## src/rtl/databus_arbiter_mc.sv

```systemverilog
// Databus arbiter: decodes front-end command frames into register loads, EEPROM
// program cycles, EEPROM reloads into the register bank and serial read-back.
// Every output is registered. Reload requests are single-cycle active-low pulses.
module databus_arbiter_mc #(
  parameter int unsigned DATA_WIDTH = 8,
  parameter int unsigned NUM_REGS   = 4,
  parameter int unsigned RD_CYCLES  = 4,
  parameter int unsigned CLR_CYCLES = 8,
  parameter int unsigned PGM_CYCLES = 16
) (
  input  logic                           sys_clk,
  input  logic                           porb,
  input  logic [DATA_WIDTH-1:0]          data_in,
  input  logic                           valid,
  input  logic                           por_pulseb,
  input  logic                           timeoutb,
  input  logic                           eep_loadb,
  input  logic [NUM_REGS*DATA_WIDTH-1:0] eeprom_cache,
  output logic [DATA_WIDTH-1:0]          data_out,
  output logic [NUM_REGS-1:0]            reg_ldb,
  output logic                           read_eep,
  output logic                           pgm_eep,
  output logic                           eep_clrb,
  output logic                           eep_cycleb,
  output logic                           cache_out,
  output logic                           p2s_en,
  output logic                           busy,
  output logic                           err
);

  localparam int unsigned ADDR_W = (NUM_REGS > 1) ? $clog2(NUM_REGS) : 1;
  localparam int unsigned MAX_A  = (RD_CYCLES > CLR_CYCLES) ? RD_CYCLES : CLR_CYCLES;
  localparam int unsigned MAX_B  = (PGM_CYCLES > DATA_WIDTH) ? PGM_CYCLES : DATA_WIDTH;
  localparam int unsigned MAX_C  = (MAX_A > MAX_B) ? MAX_A : MAX_B;
  localparam int unsigned CNT_W  = $clog2(MAX_C + 1);

  localparam logic [CNT_W-1:0]  RD_LOAD    = CNT_W'(RD_CYCLES - 1);
  localparam logic [CNT_W-1:0]  CLR_LOAD   = CNT_W'(CLR_CYCLES - 1);
  localparam logic [CNT_W-1:0]  PGM_LOAD   = CNT_W'(PGM_CYCLES - 1);
  localparam logic [CNT_W-1:0]  SHIFT_LOAD = CNT_W'(DATA_WIDTH - 1);
  localparam logic [ADDR_W-1:0] LAST_IDX   = ADDR_W'(NUM_REGS - 1);
  localparam logic [ADDR_W:0]   NREGS_W    = NUM_REGS[ADDR_W:0];

  typedef enum logic [2:0] {
    StIdle, StData, StLoad, StRd, StReload, StClr, StPgm, StShift
  } state_t;

  state_t                         state_q;
  logic [CNT_W-1:0]               cnt_q;
  logic [ADDR_W-1:0]              addr_q;
  logic [ADDR_W-1:0]              idx_q;
  logic                           phase_q;
  logic                           reload_q;
  logic                           pend_q;
  logic [DATA_WIDTH-1:0]          sr_q;
  logic [NUM_REGS*DATA_WIDTH-1:0] cache_q;

  logic [1:0]            cmd_op;
  logic [ADDR_W-1:0]     cmd_addr;
  logic                  addr_bad;
  logic                  reload_req;
  logic                  start_rl;
  logic [ADDR_W-1:0]     idx_nxt;
  logic [DATA_WIDTH-1:0] live_slice;
  logic [DATA_WIDTH-1:0] next_slice;

  // Select one DATA_WIDTH slice of a packed cache image.
  function automatic logic [DATA_WIDTH-1:0] pick(input logic [NUM_REGS*DATA_WIDTH-1:0] v,
                                                 input logic [ADDR_W-1:0] a);
    logic [DATA_WIDTH-1:0] r;
    r = '0;
    for (int i = 0; i < NUM_REGS; i++) begin
      if (a == ADDR_W'(i)) r = v[i*DATA_WIDTH +: DATA_WIDTH];
    end
    return r;
  endfunction

  // Command decode and slice selection.
  always_comb begin
    cmd_op     = data_in[DATA_WIDTH-1 -: 2];
    cmd_addr   = data_in[ADDR_W-1:0];
    addr_bad   = ({1'b0, cmd_addr} >= NREGS_W);
    reload_req = !por_pulseb || !eep_loadb;
    // Any reload source wins over an ordinary command word in IDLE.
    start_rl   = pend_q || reload_req || (valid && (cmd_op == 2'b11));
    idx_nxt    = idx_q + 1'b1;
    live_slice = pick(eeprom_cache, addr_q);
    next_slice = pick(cache_q, idx_nxt);
  end

  // Main FSM with registered outputs; strobes and err default inactive each cycle.
  always_ff @(posedge sys_clk or negedge porb) begin
    if (!porb) begin
      state_q    <= StIdle;
      cnt_q      <= '0;
      addr_q     <= '0;
      idx_q      <= '0;
      phase_q    <= 1'b0;
      reload_q   <= 1'b0;
      pend_q     <= 1'b0;
      sr_q       <= '0;
      cache_q    <= '0;
      data_out   <= '0;
      reg_ldb    <= '1;
      read_eep   <= 1'b0;
      pgm_eep    <= 1'b0;
      eep_clrb   <= 1'b1;
      eep_cycleb <= 1'b1;
      cache_out  <= 1'b0;
      p2s_en     <= 1'b0;
      busy       <= 1'b0;
      err        <= 1'b0;
    end else begin
      reg_ldb <= '1;
      err     <= 1'b0;
      if (state_q != StIdle && reload_req) pend_q <= 1'b1;

      unique case (state_q)
        StIdle: begin
          if (start_rl) begin
            pend_q   <= 1'b0;
            reload_q <= 1'b1;
            read_eep <= 1'b1;
            cnt_q    <= RD_LOAD;
            busy     <= 1'b1;
            state_q  <= StRd;
          end else if (valid) begin
            unique case (cmd_op)
              2'b00: begin
                if (addr_bad) begin
                  err <= 1'b1;
                end else begin
                  addr_q  <= cmd_addr;
                  busy    <= 1'b1;
                  state_q <= StData;
                end
              end
              2'b01: begin
                if (addr_bad) begin
                  err <= 1'b1;
                end else begin
                  addr_q   <= cmd_addr;
                  reload_q <= 1'b0;
                  read_eep <= 1'b1;
                  cnt_q    <= RD_LOAD;
                  busy     <= 1'b1;
                  state_q  <= StRd;
                end
              end
              default: begin
                eep_cycleb <= 1'b0;
                eep_clrb   <= 1'b0;
                cnt_q      <= CLR_LOAD;
                busy       <= 1'b1;
                state_q    <= StClr;
              end
            endcase
          end
        end

        StData: begin
          if (!timeoutb) begin
            busy    <= 1'b0;
            state_q <= StIdle;
          end else if (valid) begin
            data_out <= data_in;
            state_q  <= StLoad;
          end
        end

        StLoad: begin
          reg_ldb[addr_q] <= 1'b0;
          busy            <= 1'b0;
          state_q         <= StIdle;
        end

        StRd: begin
          if (cnt_q == '0) begin
            read_eep <= 1'b0;
            cache_q  <= eeprom_cache;
            if (reload_q) begin
              data_out <= eeprom_cache[DATA_WIDTH-1:0];
              idx_q    <= '0;
              phase_q  <= 1'b0;
              state_q  <= StReload;
            end else begin
              cache_out <= live_slice[DATA_WIDTH-1];
              sr_q      <= {live_slice[DATA_WIDTH-2:0], 1'b0};
              p2s_en    <= 1'b1;
              cnt_q     <= SHIFT_LOAD;
              state_q   <= StShift;
            end
          end else begin
            cnt_q <= cnt_q - 1'b1;
          end
        end

        // Alternate cycles: data on the bus, then the strobe for that register.
        StReload: begin
          if (!phase_q) begin
            reg_ldb[idx_q] <= 1'b0;
            phase_q        <= 1'b1;
          end else if (idx_q == LAST_IDX) begin
            busy    <= 1'b0;
            state_q <= StIdle;
          end else begin
            idx_q    <= idx_nxt;
            data_out <= next_slice;
            phase_q  <= 1'b0;
          end
        end

        StClr: begin
          if (cnt_q == '0) begin
            eep_clrb <= 1'b1;
            pgm_eep  <= 1'b1;
            cnt_q    <= PGM_LOAD;
            state_q  <= StPgm;
          end else begin
            cnt_q <= cnt_q - 1'b1;
          end
        end

        StPgm: begin
          if (cnt_q == '0) begin
            pgm_eep    <= 1'b0;
            eep_cycleb <= 1'b1;
            busy       <= 1'b0;
            state_q    <= StIdle;
          end else begin
            cnt_q <= cnt_q - 1'b1;
          end
        end

        StShift: begin
          if (!timeoutb || cnt_q == '0) begin
            p2s_en    <= 1'b0;
            cache_out <= 1'b0;
            busy      <= 1'b0;
            state_q   <= StIdle;
          end else begin
            cache_out <= sr_q[DATA_WIDTH-1];
            sr_q      <= {sr_q[DATA_WIDTH-2:0], 1'b0};
            cnt_q     <= cnt_q - 1'b1;
          end
        end

        default: begin
          busy    <= 1'b0;
          state_q <= StIdle;
        end
      endcase
    end
  end

endmodule

```

## config.mk

```make
export PLATFORM = sky130hd
export DESIGN_NAME = databus_arbiter_mc
export DESIGN_NICKNAME = d
export VERILOG_FILES = /design/src/rtl/databus_arbiter_mc.sv
export SDC_FILE = /design/constraint.sdc
export NUM_CORES = 1
export LEC_CHECK = 0
export ABC_AREA = 1
export CELL_PAD_IN_SITES_DETAIL_PLACEMENT = 1
export CELL_PAD_IN_SITES_GLOBAL_PLACEMENT = 2
export CORE_ASPECT_RATIO = 1.5
export CORE_UTILIZATION = 30
export DETAILED_ROUTE_END_ITERATION = 7
export DONT_BUFFER_PORTS = 1
export PLACE_DENSITY_LB_ADDON = 0.1
export RECOVER_POWER = 50
export SETUP_SLACK_MARGIN = 0.05
export SYNTH_ARGS = -nofsm -noshare
export SYNTH_HDL_FRONTEND = slang
export SYNTH_SLANG_ARGS = --single-unit
```

## constraint.sdc

```tcl
create_clock -name sys_clk -period 2.03 [get_ports sys_clk]
set_input_delay 0.3045 -clock sys_clk [delete_from_list [all_inputs] [get_ports sys_clk]]
set_output_delay 0.3045 -clock sys_clk [all_outputs]
set_load 0.03 [all_outputs]
```

==> run_summary.xml <==
<?xml version="1.0" encoding="UTF-8"?>
<metrics>
  <group name="outcome">
    <metric name="status" unit="">complete, but fails checks</metric>
    <metric name="violated_checks" unit="">hold timing</metric>
  </group>
  <group name="power">
    <metric name="static-leakage-power" unit="uW">0.002424</metric>
    <metric name="maximum_vdd_drop" unit="uV">461.9</metric>
    <metric name="cell_area_power_density" unit="nW/um^2">1744</metric>
  </group>
  <group name="synth">
    <metric name="yosysWarnings" unit="">0</metric>
    <metric name="synth-edff-count" unit="">0</metric>
    <metric name="post_synth_instance_area" unit="um^2">4305</metric>
    <metric name="synthCells" unit="">597</metric>
    <metric name="synth_top_flop_cell" unit="">dfrtp_1</metric>
    <metric name="syn_area_per_cell" unit="um^2">7.212</metric>
    <metric name="seq_cells_post_synth" unit="">73</metric>
    <metric name="synth_cell_types" unit="">39</metric>
    <metric name="synth-seq-area-share" unit="%">42.60</metric>
    <metric name="synth_nets" unit="">651</metric>
    <metric name="synth-async-reset-ratio" unit="%">100.0</metric>
  </group>
  <group name="drt">
    <metric name="drt_pass1_iterations" unit="">5</metric>
    <metric name="post_drt_wl_per_cell" unit="um">19.35</metric>
    <metric name="viasPerCell" unit="">4.927</metric>
    <metric name="vias" unit="">3956</metric>
    <metric name="detail_route.iter0.violations" unit="">112</metric>
    <metric name="final_antenna_net_count" unit="">0</metric>
    <metric name="wl" unit="mm">15.54</metric>
    <metric name="detail_route.drc_violations" unit="">0</metric>
  </group>
  <group name="worst_setup_path">
    <metric name="timing.reg2reg.worst_path_depth" unit="">10</metric>
    <metric name="setup.worst_path.start_class" unit="">flip-flop</metric>
    <metric name="arrival_time_of_data_at_the_critical_path_endpoint" unit="ps">2150</metric>
    <metric name="critPathMaxFanout" unit="">10</metric>
    <metric name="critical_path_class" unit="">flip-flop to flip-flop</metric>
    <metric name="timing.critical_path.required" unit="ps">2310</metric>
    <metric name="setup.worst_path.end_class" unit="">flip-flop</metric>
  </group>
  <group name="timing">
    <metric name="worst_hold_slack" unit="ps">-344.0</metric>
    <metric name="unrepaired_setup_endpoints_after_global_routing" unit="">false</metric>
    <metric name="fin_crit_sh" unit="%">91.70</metric>
    <metric name="worst_slew_pin_slew" unit="ps">514.3</metric>
    <metric name="min_period" unit="ps">1861</metric>
    <metric name="skew" unit="ps">11.93</metric>
    <metric name="slew_viol_final" unit="">0</metric>
    <metric name="finalSetupViolations" unit="">0</metric>
    <metric name="report.final.hold_viol_count" unit="">73</metric>
    <metric name="setup_total_negative_slack" unit="ps">0</metric>
    <metric name="timing.slew.headroom" unit="%">65.35</metric>
    <metric name="maxClockFrequency" unit="MHz">537.2</metric>
  </group>
  <group name="floorplanning">
    <metric name="die-area" unit="um^2">14840</metric>
    <metric name="io_pins" unit="">66</metric>
    <metric name="starting_density_of_the_core" unit="%">30.77</metric>
    <metric name="core_area" unit="um^2">13990</metric>
    <metric name="die_x" unit="um">99.82</metric>
    <metric name="floorplan.rows" unit="">53</metric>
    <metric name="dieHeight" unit="um">148.7</metric>
  </group>
  <group name="global_route">
    <metric name="grt_start_max_net_pins" unit="">74</metric>
    <metric name="grt_pass1_vias" unit="">4280</metric>
    <metric name="global_route_wire_length_before_repair" unit="mm">24.39</metric>
    <metric name="antenna_found_initial" unit="">0</metric>
    <metric name="globalRouteTotalUtil" unit="%">22.54</metric>
    <metric name="overflow" unit="">0</metric>
  </group>
  <group name="cts">
    <metric name="postCtsSetupBuffers" unit="">0</metric>
    <metric name="ctsRootBufferMaster" unit="">clkbuf_16</metric>
    <metric name="clk_pin_slew_worst_paths" unit="ps">60</metric>
    <metric name="insertion_delay" unit="ps">340</metric>
    <metric name="total_number_of_clock_tree_sinks" unit="">73</metric>
    <metric name="cts_tree" unit="">done</metric>
    <metric name="clockBufferDepth" unit="">2</metric>
    <metric name="htreeDepth" unit="">3</metric>
    <metric name="cts_buffers" unit="">9</metric>
  </group>
  <group name="final_layout">
    <metric name="final_cell_mix" unit="">265 x nand2_1, 67 x dfrtp_1, 43 x nand3_1, 34 x inv_1, 30 x nor2_1</metric>
    <metric name="insertedDiodeCount" unit="">0</metric>
    <metric name="leading_cell_type_in_the_layout_fill_and_taps_excluded" unit="">nand2_1</metric>
    <metric name="num-nets-final" unit="">660</metric>
    <metric name="layout-drive-gt1-share" unit="%">13.09</metric>
    <metric name="utilization_of_the_core_after_routing" unit="%">35.18</metric>
    <metric name="area_growth" unit="%">14.33</metric>
  </group>
  <group name="placement">
    <metric name="detailedPlacementHpwl" unit="mm">12.42</metric>
    <metric name="gp_routability_congestion" unit="">0.8436</metric>
    <metric name="io_buffer_count" unit="">0</metric>
  </group>
  <group name="hold_path">
    <metric name="worstHoldPathType" unit="">input port to async pin</metric>
  </group>
  <group name="job">
    <metric name="drv.max_cap_violation_count" unit="">0</metric>
  </group>
</metrics>
[path summary, 6_finish.rpt]
path	start	slack (ps)	endpoint
hold reg to reg	cnt_q[0]$_DFFE_PN0P_	470	cnt_q[0]$_DFFE_PN0P_
min in group sys_clk	eeprom_cache[20]	80	cache_q[20]$_DFFE_PN0P_
setup reg to reg	cnt_q[0]$_DFFE_PN0P_	170	sr_q[7]$_DFFE_PN0P_
max in group asynchronous	porb	2170	eep_cycleb$_DFFE_PN1P_
hold / removal	porb	-340	cache_q[13]$_DFFE_PN0P_
setup / recovery	cnt_q[0]$_DFFE_PN0P_	170	sr_q[7]$_DFFE_PN0P_
[cells in the mapped netlist (2+ instances only)]
| master | number | area, um^2 |
|---|---|---|
| nand2_1 | 265 | 994.7 |
| o21ai_1 | 2 | 10.01 |
| inv_1 | 35 | 131.4 |
| o21ai_0 | 25 | 125.1 |
| clkbuf_1 | 8 | 30.03 |
| nor2_2 | 7 | 43.79 |
| o211ai_1 | 13 | 97.59 |
| inv_2 | 6 | 22.52 |
| o311ai_0 | 3 | 26.28 |
| nand2_2 | 7 | 43.79 |
| nor2_4 | 9 | 101.4 |
| buf_2 | 7 | 35.03 |
| dfrtp_1 | 67 | 1677 |
| a21oi_1 | 25 | 125.1 |
| buf_4 | 4 | 30.03 |
| nand4_1 | 4 | 25.02 |
| nand3_2 | 3 | 30.03 |
| dfstp_2 | 6 | 157.7 |
| nor2_1 | 30 | 112.6 |
| nor3_1 | 2 | 10.01 |
| a22oi_1 | 2 | 15.01 |
| nand3_1 | 43 | 215.2 |
| ha_1 | 8 | 100.1 |
[registers in the layout, indices dropped and copies added, names as in the netlist]
name	flops
cache_q	32
data_out	8
sr_q	7
cnt_q	5
reg_ldb	4
state_q	3
addr_q	2
idx_q	2
busy	1
cache_out	1
eep_clrb	1
eep_cycleb	1
p2s_en	1
pend_q	1
pgm_eep	1
phase_q	1
read_eep	1
reload_q	1
[critical path: stages, from the launching register on]
cell	delay, ps
dfrtp_1	370
inv_1	120
ha_2	250
nand3_2	160
nand2_2	230
clkinv_2	140
nor2_4	180
nand2_4	130
inv_2	100
nand2_1	70
nand2_1	50
[layout make-up]
type	count	area, um^2
Clock inverter	4	75.07
Fill cell	1742	9070
Inverter	43	171.4
Multi-Input combinational cell	461	2210
Sequential cell	73	1834
Tap cell	192	240.2
Clock buffer	12	256.5
Timing Repair Buffer	18	135.1
[through the flow]
step                      setup slack, ps  power (uW)  cell area (um^2)  cells
after floorplan                     408.8        5542              4305    597
after global placement              164.1        6767              4574    787
after detailed placement            121.6        6846              4574    787
after CTS                           105.7        8680              4906    803
after global routing                59.46        9299              4922    803
final                               168.5        8585              4922    803
[power by group]
| part | switching, uW | internal (uW) | total, uW |
|---|---|---|---|
| clock | 660 | 1150 | 1800 |
| sequential | 936 | 2190 | 3120 |
| combinational | 2390 | 1270 | 3660 |
| total | 3980 | 4600 | 8590 |
[layer usage]
layer	GRT usage (%)	wire, um
met2	44.28	8844
met4	10.00	564
met1	21.82	5369
met3	5.075	761
met5	0	0
[what timing repair did]
action / in CTS / in global routing
gates resized for setup: 0 / 5
hold endpoints to repair: 73 / 73
endpoints found under the setup margin: 0 / 14
[logic make-up after synthesis]
group	synth area share [%]
xor+xnor	0.2035
flops	42.60
buf+inv	6.306
compound gates	10.55
fa+ha+maj	2.325
other cells	0.08710
simple gates	37.93
No activity file was read; power rests on OpenSTA's default activity.
